## src/rtl/fifo_uart_tx.sv

```systemverilog
// Pops 32-bit words from the fifo and sends them as UART frames, least-significant byte first.
// Define FIFO_UART_TX_PARITY_EN to add an even-parity bit to each frame (8E1 instead of 8N1).
module fifo_uart_tx #(
    parameter int WIDTH        = 32,
    parameter int CLKS_PER_BIT = 868,
    parameter int POLL_GAP     = 16
) (
    input  logic             clk,
    input  logic             reset,
    input  logic             enable,
    output logic             fifo_read,
    input  logic [WIDTH-1:0] fifo_data,
    output logic             tx,
    output logic             busy,
    output logic [15:0]      words_sent
);

    localparam int BYTES   = WIDTH / 8;
    localparam int CNT_MAX = (CLKS_PER_BIT > POLL_GAP) ? CLKS_PER_BIT : POLL_GAP;
    localparam int CNT_W   = $clog2(CNT_MAX);
    localparam int BIDX_W  = (BYTES > 1) ? $clog2(BYTES) : 1;

    localparam logic [2:0] S_IDLE   = 3'd0;
    localparam logic [2:0] S_REQ    = 3'd1;
    localparam logic [2:0] S_LATCH  = 3'd2;
    localparam logic [2:0] S_POLL   = 3'd3;
    localparam logic [2:0] S_START  = 3'd4;
    localparam logic [2:0] S_DATA   = 3'd5;
    localparam logic [2:0] S_STOP   = 3'd6;
`ifdef FIFO_UART_TX_PARITY_EN
    localparam logic [2:0] S_PARITY = 3'd7;
`endif

    logic [2:0]        state_q,     state_d;
    logic [CNT_W-1:0]  cnt_q,       cnt_d;
    logic [2:0]        bitIdx_q,    bitIdx_d;
    logic [BIDX_W-1:0] byteIdx_q,   byteIdx_d;
    logic [WIDTH-1:0]  shift_q,     shift_d;
    logic [15:0]       wordsSent_q, wordsSent_d;

    logic       baudDone;
    logic [7:0] curByte;

    // The same counter times both bit periods and the poll gap; the states never overlap.
    assign baudDone = (cnt_q == CNT_W'(CLKS_PER_BIT - 1));
    assign curByte  = shift_q[7:0];

    always_comb begin
        state_d     = state_q;
        cnt_d       = cnt_q;
        bitIdx_d    = bitIdx_q;
        byteIdx_d   = byteIdx_q;
        shift_d     = shift_q;
        wordsSent_d = wordsSent_q;
        case (state_q)
            S_IDLE: begin
                if (enable) begin
                    state_d = S_REQ;
                end
            end
            S_REQ: begin
                state_d = S_LATCH;
            end
            S_LATCH: begin
                cnt_d = '0;
                // All ones is the fifo's empty-read value, so such a word cannot be sent.
                if (fifo_data == {WIDTH{1'b1}}) begin
                    state_d = S_POLL;
                end else begin
                    shift_d   = fifo_data;
                    byteIdx_d = '0;
                    state_d   = S_START;
                end
            end
            S_POLL: begin
                if (cnt_q == CNT_W'(POLL_GAP - 1)) begin
                    cnt_d   = '0;
                    state_d = S_IDLE;
                end else begin
                    cnt_d = cnt_q + CNT_W'(1);
                end
            end
            S_START: begin
                if (baudDone) begin
                    cnt_d    = '0;
                    bitIdx_d = '0;
                    state_d  = S_DATA;
                end else begin
                    cnt_d = cnt_q + CNT_W'(1);
                end
            end
            S_DATA: begin
                if (baudDone) begin
                    cnt_d = '0;
                    if (bitIdx_q == 3'd7) begin
`ifdef FIFO_UART_TX_PARITY_EN
                        state_d = S_PARITY;
`else
                        state_d = S_STOP;
`endif
                    end else begin
                        bitIdx_d = bitIdx_q + 3'd1;
                    end
                end else begin
                    cnt_d = cnt_q + CNT_W'(1);
                end
            end
`ifdef FIFO_UART_TX_PARITY_EN
            S_PARITY: begin
                if (baudDone) begin
                    cnt_d   = '0;
                    state_d = S_STOP;
                end else begin
                    cnt_d = cnt_q + CNT_W'(1);
                end
            end
`endif
            S_STOP: begin
                if (baudDone) begin
                    cnt_d = '0;
                    if (byteIdx_q == BIDX_W'(BYTES - 1)) begin
                        wordsSent_d = wordsSent_q + 16'd1;
                        state_d     = S_IDLE;
                    end else begin
                        byteIdx_d = byteIdx_q + BIDX_W'(1);
                        shift_d   = shift_q >> 8;
                        state_d   = S_START;
                    end
                end else begin
                    cnt_d = cnt_q + CNT_W'(1);
                end
            end
            default: begin
                state_d = S_IDLE;
            end
        endcase
    end

    always_ff @(posedge clk or posedge reset) begin
        if (reset) begin
            state_q     <= S_IDLE;
            cnt_q       <= '0;
            bitIdx_q    <= '0;
            byteIdx_q   <= '0;
            shift_q     <= '0;
            wordsSent_q <= '0;
        end else begin
            state_q     <= state_d;
            cnt_q       <= cnt_d;
            bitIdx_q    <= bitIdx_d;
            byteIdx_q   <= byteIdx_d;
            shift_q     <= shift_d;
            wordsSent_q <= wordsSent_d;
        end
    end

    // Outputs decode the state register directly so reset forces the line idle at once.
    always_comb begin
        tx = 1'b1;
        case (state_q)
            S_START: tx = 1'b0;
            S_DATA:  tx = curByte[bitIdx_q];
`ifdef FIFO_UART_TX_PARITY_EN
            S_PARITY: tx = ^curByte;
`endif
            default: tx = 1'b1;
        endcase
    end

    assign fifo_read  = (state_q == S_REQ);
    assign busy       = (state_q != S_IDLE) && (state_q != S_POLL);
    assign words_sent = wordsSent_q;

endmodule

```

## config.mk

```make
export PLATFORM = sky130hd
export DESIGN_NAME = fifo_uart_tx
export DESIGN_NICKNAME = d
export VERILOG_FILES = /design/src/rtl/fifo_uart_tx.sv
export SDC_FILE = /design/constraint.sdc
export NUM_CORES = 1
export LEC_CHECK = 0
export CAP_MARGIN = 40
export CORE_ASPECT_RATIO = 1.5
export CORE_UTILIZATION = 49
export DETAILED_ROUTE_END_ITERATION = 12
export PLACE_DENSITY = 0.86
export SKIP_CTS_REPAIR_TIMING = 1
export SYNTH_ARGS = -nofsm -noshare
export SYNTH_HDL_FRONTEND = slang
export SYNTH_SLANG_ARGS = --single-unit
```

## constraint.sdc

```tcl
create_clock -name clk -period 2.2 [get_ports clk]
set_input_delay 0.22 -clock clk [delete_from_list [all_inputs] [get_ports clk]]
set_output_delay 0.22 -clock clk [all_outputs]
set_load 0.02 [all_outputs]
```

==> results of run 1 <==
## routing by layer
layer	part of all wire [%]	global-route usage, %
met1	39	26.96
met2	53	38.05
met3	4.6	4.629
met4	3.4	12.57
met5	0	0
## state kept, by name, indices dropped and copies added (netlist names)
signal      cells
shift_q        32
words_sent     16
cnt_q          10
bitIdx_q        3
state_q         3
byteIdx_q       2
## logic make-up after synthesis
kind of cell	synth area share, %
muxes	18.90
AOI/OAI and AO/OA	7.648
adders and majority gates	1.804
buffers and inverters	2.742
and+or+nand+nor	16.23
xor gates and xnor gates	5.051
DFF	47.62
## worst paths after layout
kind	start	end	slack (ps)	depth (start not counted)
worst max-delay path	cnt_q[0]	words_sent[1]	30	7
worst min-delay path	reset	words_sent[1]	200	2
worst max register to register	cnt_q[0]	words_sent[1]	30	7
worst min register to register	words_sent[15]	words_sent[15]	470	1
max in group asynchronous	reset	state_q[2]	1390	3
min in group clk	words_sent[15]	words_sent[15]	470	1
## worst max-delay path, cell delays in order (launching register included)
cell      delay, ps
dfrtp_1         410
ha_4            180
nand4b_1        120
or4_4           480
buf_4           200
nor3_4          180
buf_4           170
mux2_2          330
## through the flow
step | setup TNS [ps] | area (sq um) | total power [W]
3_5_place_dp | -1509 | 4238 | 0.001450
6_report | 0 | 4537 | 0.002649
2_1_floorplan | 0 | 3468 | 0.001351
3_3_place_gp | -532.2 | 4238 | 0.001443
4_1_cts | -779.8 | 4481 | 0.002667
5_1_grt | -146.3 | 4537 | 0.002739
## cell type report
class                   count  share of cell area [%]
repair buffers             80                   16.60
inverters                   7                  0.6619
clock buffers              10                   2.813
multi-input cells         217                   38.78
clock inverters             6                   2.537
flip-flops and latches     66                   36.46
well taps                  78                   2.151
## placed cells by master (no fill, tap or decap), types with 5 or more instances in the layout
cell	count
clkdlybuf4s50_1	52
o21ai_0	7
clkbuf_8	9
mux2_4	22
nand2b_1	6
nand2_1	21
a22o_1	8
and3_1	9
xnor2_1	11
xor2_1	9
nor4_1	5
dfrtp_1	64
nand4_1	15
mux2_2	24
buf_4	25
a21oi_1	8
nor2_1	15
inv_1	5
nand3_1	12
## power by group through the flow
stage / Sequential (W) / Combinational [W] / Clock, W
4_1_cts: 0.00126 / 0.000170 / 0.00124
3_3_place_gp: 0.00128 / 0.000164 / 0
5_1_grt: 0.00126 / 0.000182 / 0.00130
6_report: 0.00126 / 0.000168 / 0.00122
3_5_place_dp: 0.00128 / 0.000169 / 0
2_1_floorplan: 0.00127 / 0.0000769 / 0
==> metrics.yaml, run 1 <==
max-cap-violations: 0
slew_headroom_pct: 60.54
area_delta_synth_final_pct: 30.81
syn_area_per_cell_sq_um: 11.48
num-fill-cells: 505
critPathMaxFanout: 6
p_leak_nw: 2.060
yosysUniqueCellTypes: 46
path_class: "reg2reg"
hpwl_um: 5512
grt_pass1_wl_um: 12980
cts_tree: "yes"
p_comb_share_pct: 6.3
pwr-share-clk_pct: 46.2
netlist_area_sq_um: 3468
synth_seq_area_share_pct: 47.62
whs_ps: 201.5
period_needed_ps: 2170
ir_drop_uv: 409.2
grt_max_degree: 47
wire_per_inst_um: 17.32
multi_input_area_sq_um: 1759
finalWirelength_um: 8037
antenna_found_initial: 0
clkSinkCount: 66
avgViaCountPerCell: 5.892
drive_gt1_share_pct: 26.94
port_buffers: 53
status: "finished with violations"
p_sw_w: 0.0005428
grt_pass1_vias: 2781
gp_congestion: 0.8809
synth_fp_nets: 342
yosysMostFrequentCell: "dfrtp_1"
yosysTopAreaCell: "dfrtp_1"
clock-root-buffer: "clkbuf_8"
finClkSkew_ps: 6.998
power.internal_w: 0.002107
seq_power_share_pct: 47.5
hold_violations: 0
ys_seq_elements: 66
fin_cells: 464
slew_viol_final: 0
track_usage_pct: 22.73
globalRouteOverflowTotal: 0
finalSetupViolCount: 0
htreeDepth: 3
ys.flop_type: "dfrtp_1"
die_area_sq_um: 7426
yosysTopAreaCellShare_pct: 47.62
cts_buffer_depth: 2
seq_area_sq_um: 1654
synth.area.top_cells: "dfrtp_1 48%, mux2_4 9.5%, mux2_2 7.8%"
crit_arrival_ps: 2400
power.density_nw_per_um2: 584.0
die_w_um: 70.70
core_sq_um: 6852
diodes: 0
io_pins: 54
worst-slew-pin-transition_ps: 588.4
synth_common_cells: "66 x dfrtp_1, 24 x mux2_2, 22 x mux2_4"
initial_core_util_pct: 50.62
synth_edf_count: 0
clock.fmax_ghz: 0.4608
nets: 421
fin_ws_ps: 29.68
vias: 2734
violations: "DRC"
ys_warn_count: 0
utilization_pct: 66.22
startpoint_type: "register"
clock_latency_ps: 340
timing.final.crit_share_pct: 98.65
drc: 8
dp_cells: 445
cts_buffers: 9
rsz0062_at_grt: "yes"
pre_cts_slack_ps: -79.35
switching_share_pct: 20.49
fp.dieH_um: 105.0
hold_class: "in2async"
core.rowCount: 37
ant_nets: 0
postSynthCellCount: 302
async_reset_ff_share_pct: 100.0
critPathRequiredTime_ps: 2430
clkTransAtPathRegs_ps: 70
crit_path_end_kind: "register"
dr.first_iter.drc_count: 282
drt_pass1_iterations: 9
Power figures use the tool's default switching activity.
==> run 2, diff against run 1 <==
--- a/config.mk
+++ b/config.mk
@@ -9,6 +9,7 @@
 export CORE_ASPECT_RATIO = 1.5
 export CORE_UTILIZATION = 49
 export DETAILED_ROUTE_END_ITERATION = 12
+export GPL_TIMING_DRIVEN = 0
 export PLACE_DENSITY = 0.86
 export SKIP_CTS_REPAIR_TIMING = 1
 export SYNTH_ARGS = -nofsm -noshare
==> metrics.yaml, run 2 (synthesized netlist as in run 1, its figures left out) <==
status: "finished with violations"
violations: "DRC, setup timing"
critPathRequiredTime_ps: 2430
p_leak_nw: 2.020
placed_cell_area_sq_um: 4121
fin_ws_ps: -10.01
diodes: 0
die_w_um: 70.70
wire_per_inst_um: 17.41
layout_commonest_cell: "dfrtp_1"
largest_reg_flops: 32
max-cap-violations: 0
die_area_sq_um: 7426
slew_viol_final: 0
cts_buffers: 9
dp_cells: 435
drive_gt1_share_pct: 25.26
period_needed_ps: 2210
finalWirelength_um: 7972
cp-startpoint: "cnt_q[4]"
fin_cells: 458
slew_headroom_pct: 57.19
initial_core_util_pct: 50.62
startpoint_type: "register"
top_register: "shift_q"
seq_area_sq_um: 1655
path_class: "reg2reg"
htreeDepth: 3
nets: 415
critPathMaxFanout: 10
finalSetupViolCount: 10
num-fill-cells: 520
hpwl_um: 5574
dr.first_iter.drc_count: 267
ir_drop_uv: 364.7
antenna_found_initial: 0
power.density_nw_per_um2: 537.1
grt_pass1_wl_um: 12740
hold_violations: 0
drt_pass1_iterations: 8
clock-root-buffer: "clkbuf_8"
gp_congestion: 0.8726
timing.final.crit_share_pct: 100.5
area_delta_synth_final_pct: 27.67
globalRouteOverflowTotal: 0
grt_max_degree: 39
track_usage_pct: 22.18
finalInstanceArea_sq_um: 4428
top_layer: "met4"
io_pins: 54
hold_class: "in2async"
core.rowCount: 37
clkTransAtPathRegs_ps: 70
drc: 8
layout_common_cells: "63 x dfrtp_1, 50 x clkdlybuf4s50_1, 24 x mux2_2"
avgViaCountPerCell: 5.836
crit_arrival_ps: 2440
dr_wl_met3_um: 315
cts_buffer_depth: 2
rsz0062_at_grt: "yes"
finClkSkew_ps: 5.239
regToRegStartpoint: "cnt_q[4]"
clkSinkCount: 66
worst-slew-pin-transition_ps: 642.1
pre_cts_slack_ps: -347.0
core_sq_um: 6852
crit_path_end_kind: "register"
fp.dieH_um: 105.0
r2r_cells: 7
port_buffers: 53
grt_pass1_vias: 2700
multi_input_area_sq_um: 1760
cts_tree: "yes"
utilization_pct: 64.63
clock.fmax_ghz: 0.4525
wl_met2_um: 4256
clock_latency_ps: 350
vias: 2673
wl_met1_um: 3214
ant_nets: 0
==> run 2: power breakdown <==
| group | internal, W | total (W) | switching, W |
|---|---|---|---|
| logic | 0.000107 | 0.000166 | 0.0000588 |
| clock network | 0.000499 | 0.000954 | 0.000455 |
| registers | 0.00124 | 0.00126 | 0.0000170 |
| total | 0.00185 | 0.00238 | 0.000531 |
==> run 2: worst paths after layout <==
path	end	slack, ps
max in group asynchronous	bitIdx_q[0]	1290
worst min-delay path	words_sent[0]	270
worst min register to register	words_sent[15]	470
min in group clk	words_sent[15]	470
worst max register to register	shift_q[22]	-10
worst max-delay path	shift_q[22]	-10
==> run 2: layout make-up <==
type,count,share of cell area [%]
clock buffers,14,3.899
repair buffers,63,13.99
multi-input cells,217,39.76
plain buffers,11,1.950
clock inverters,2,0.2261
well taps,78,2.204
flip-flops and latches,66,37.38
inverters,7,0.5934
==> run 2: worst max-delay path, stage by stage, from the launching register on <==
cell     delay (ps)
dfrtp_2         430
or2_1           260
or4_4           500
buf_6           150
nor3_4          180
nor2_4           90
buf_12          170
mux2_4          300
==> run 2: routing by layer <==
layer / vias to the layer above / global-route usage [%]
met3: 18 / 5.207
met4: 0 / 10.00
met1: 1320 / 26.79
met5: - / 0
met2: 82 / 37.23
li1: 1253 / -
==> run 2: metrics by stage <==
stage	hold WS (ps)	setup TNS, ps	power (W)
final	270.4	-39.40	0.002378
after global routing	346.8	-1340	0.002470
after CTS	283.6	-4675	0.002393
after detailed placement	469.8	-10130	0.001446
after global placement	463.1	-61490	0.001436
after floorplan	359.9	0	0.001351
==> run 3, diff against run 2 <==
--- a/config.mk
+++ b/config.mk
@@ -6,8 +6,10 @@
 export NUM_CORES = 1
 export LEC_CHECK = 0
 export CAP_MARGIN = 40
+export CELL_PAD_IN_SITES_DETAIL_PLACEMENT = 1
+export CELL_PAD_IN_SITES_GLOBAL_PLACEMENT = 1
 export CORE_ASPECT_RATIO = 1.5
-export CORE_UTILIZATION = 49
+export CORE_UTILIZATION = 39
 export DETAILED_ROUTE_END_ITERATION = 12
 export GPL_TIMING_DRIVEN = 0
 export PLACE_DENSITY = 0.86
==> metrics.yaml, run 3 (synthesized netlist as in run 1, its figures left out) <==
drt_pass1_iterations: 4
finalWirelength_um: 10370
initial_core_util_pct: 40.73
top_layer: "met4"
cts_buffer_depth: 2
die_w_um: 79
io_pins: 54
clock-root-buffer: "clkbuf_16"
cts_tree: "yes"
globalRouteOverflowTotal: 0
fin_cells: 483
ir_drop_uv: 391.2
critPathRequiredTime_ps: 2420
worst-slew-pin-transition_ps: 815.3
fp.dieH_um: 117.5
clkSinkCount: 66
crit_path_frequent_cell: "buf_6"
clock_latency_ps: 340
cts_buffers: 9
period_needed_ps: 2233
track_usage_pct: 21.80
core_sq_um: 8516
dp_cells: 463
path_class: "reg2reg"
utilization_pct: 53.16
critPathMaxFanout: 10
drive_gt1_share_pct: 24.73
rsz0062_at_grt: "yes"
clock.fmax_ghz: 0.4479
slew_viol_final: 0
grt_pass1_wl_um: 15200
vias: 2781
status: "finished with violations"
gp_congestion: 0.8823
hpwl_um: 6769
finClkSkew_ps: 8.374
crit_slowest_cell: "or4_4"
slew_headroom_pct: 45.65
p_leak_nw: 2.045
num-fill-cells: 912
largest_reg_flops: 32
ant_nets: 0
seq_area_sq_um: 1654
nets: 411
crit_path_end_kind: "register"
antenna_found_initial: 0
violations: "setup timing"
dr.first_iter.drc_count: 128
finalSetupViolCount: 20
clkTransAtPathRegs_ps: 60
hold_class: "in2async"
multi_input_area_sq_um: 1777
slowest_delay_ps: 500
core.rowCount: 41
worstPathCellList: "or2_1, or4_4, buf_6, nor3_4, nor2_2, buf_6, mux2_4"
diodes: 0
htreeDepth: 3
startpoint_type: "register"
max-cap-violations: 0
top_register: "shift_q"
wl_met1_um: 3652
area_delta_synth_final_pct: 30.52
die_area_sq_um: 9282
layout_commonest_cell: "dfrtp_1"
wire_per_inst_um: 21.47
avgViaCountPerCell: 5.758
drc: 0
fin_ws_ps: -32.69
layout_common_cells: "64 x dfrtp_1, 50 x clkdlybuf4s50_1, 24 x mux2_2"
crit_arrival_ps: 2450
grt_pass1_vias: 3005
power.density_nw_per_um2: 616.3
wl_met2_um: 5971
hold_violations: 0
dr_wl_met3_um: 401
grt_max_degree: 67
port_buffers: 53
timing.final.crit_share_pct: 101.5
==> run 3: per-stage QoR <==
stage / power, W / area, sq um / hold slack, ps / setup slack [ps] / setup TNS [ps]
after global routing: 0.002858 / 4527 / 503.6 / -102.6 / -2201
final: 0.002790 / 4527 / 398.3 / -32.69 / -515.1
after CTS: 0.002798 / 4423 / 442.7 / -738.7 / -7624
after detailed placement: 0.001448 / 4140 / 478.8 / -425.2 / -13150
after floorplan: 0.001351 / 3468 / 359.9 / 84.05 / 0
after global placement: 0.001439 / 4133 / 461.6 / -852.2 / -69620
==> run 3: area by class of cell <==
| cell class | instances | area share, % |
|---|---|---|
| multi-input combinational | 217 | 39.25 |
| sequential | 66 | 36.54 |
| timing repair buffer | 59 | 12.66 |
| clock buffer | 12 | 5.666 |
| tap | 107 | 2.957 |
| buffer | 11 | 1.714 |
| inverter | 7 | 0.6357 |
| clock inverter | 4 | 0.5804 |
==> run 3: worst max-delay path, delay by kind of cell (launching register included) <==
kind | cells | cell delay [ps]
simple gates | 4 | 1020
flops | 1 | 430
mux | 1 | 310
buf+inv | 2 | 350
==> run 3: final timing paths <==
kind | slack [ps] | cells past startpoint | start | to
setup / recovery | -30 | 7 | cnt_q[4] | shift_q[14]
hold / removal | 400 | 2 | reset | shift_q[18]
setup reg to reg | -30 | 7 | cnt_q[4] | shift_q[14]
hold reg to reg | 480 | 1 | words_sent[15] | words_sent[15]
max in group asynchronous | 1210 | 2 | reset | bitIdx_q[0]
min in group clk | 480 | 1 | words_sent[15] | words_sent[15]
==> run 3: metal layers <==
| metal | vias to the layer above | global-route usage, % |
|---|---|---|
| li1 | 1249 | - |
| met1 | 1411 | 21.82 |
| met2 | 95 | 40.57 |
| met3 | 26 | 4.186 |
| met4 | 0 | 12.16 |
| met5 | - | 0 |
==> run 3: power by group <==
part / internal (W) / switching (W)
Sequential: 0.00124 / 0.0000222
Combinational: 0.000104 / 0.0000702
Clock: 0.000821 / 0.000529
Total: 0.00217 / 0.000621
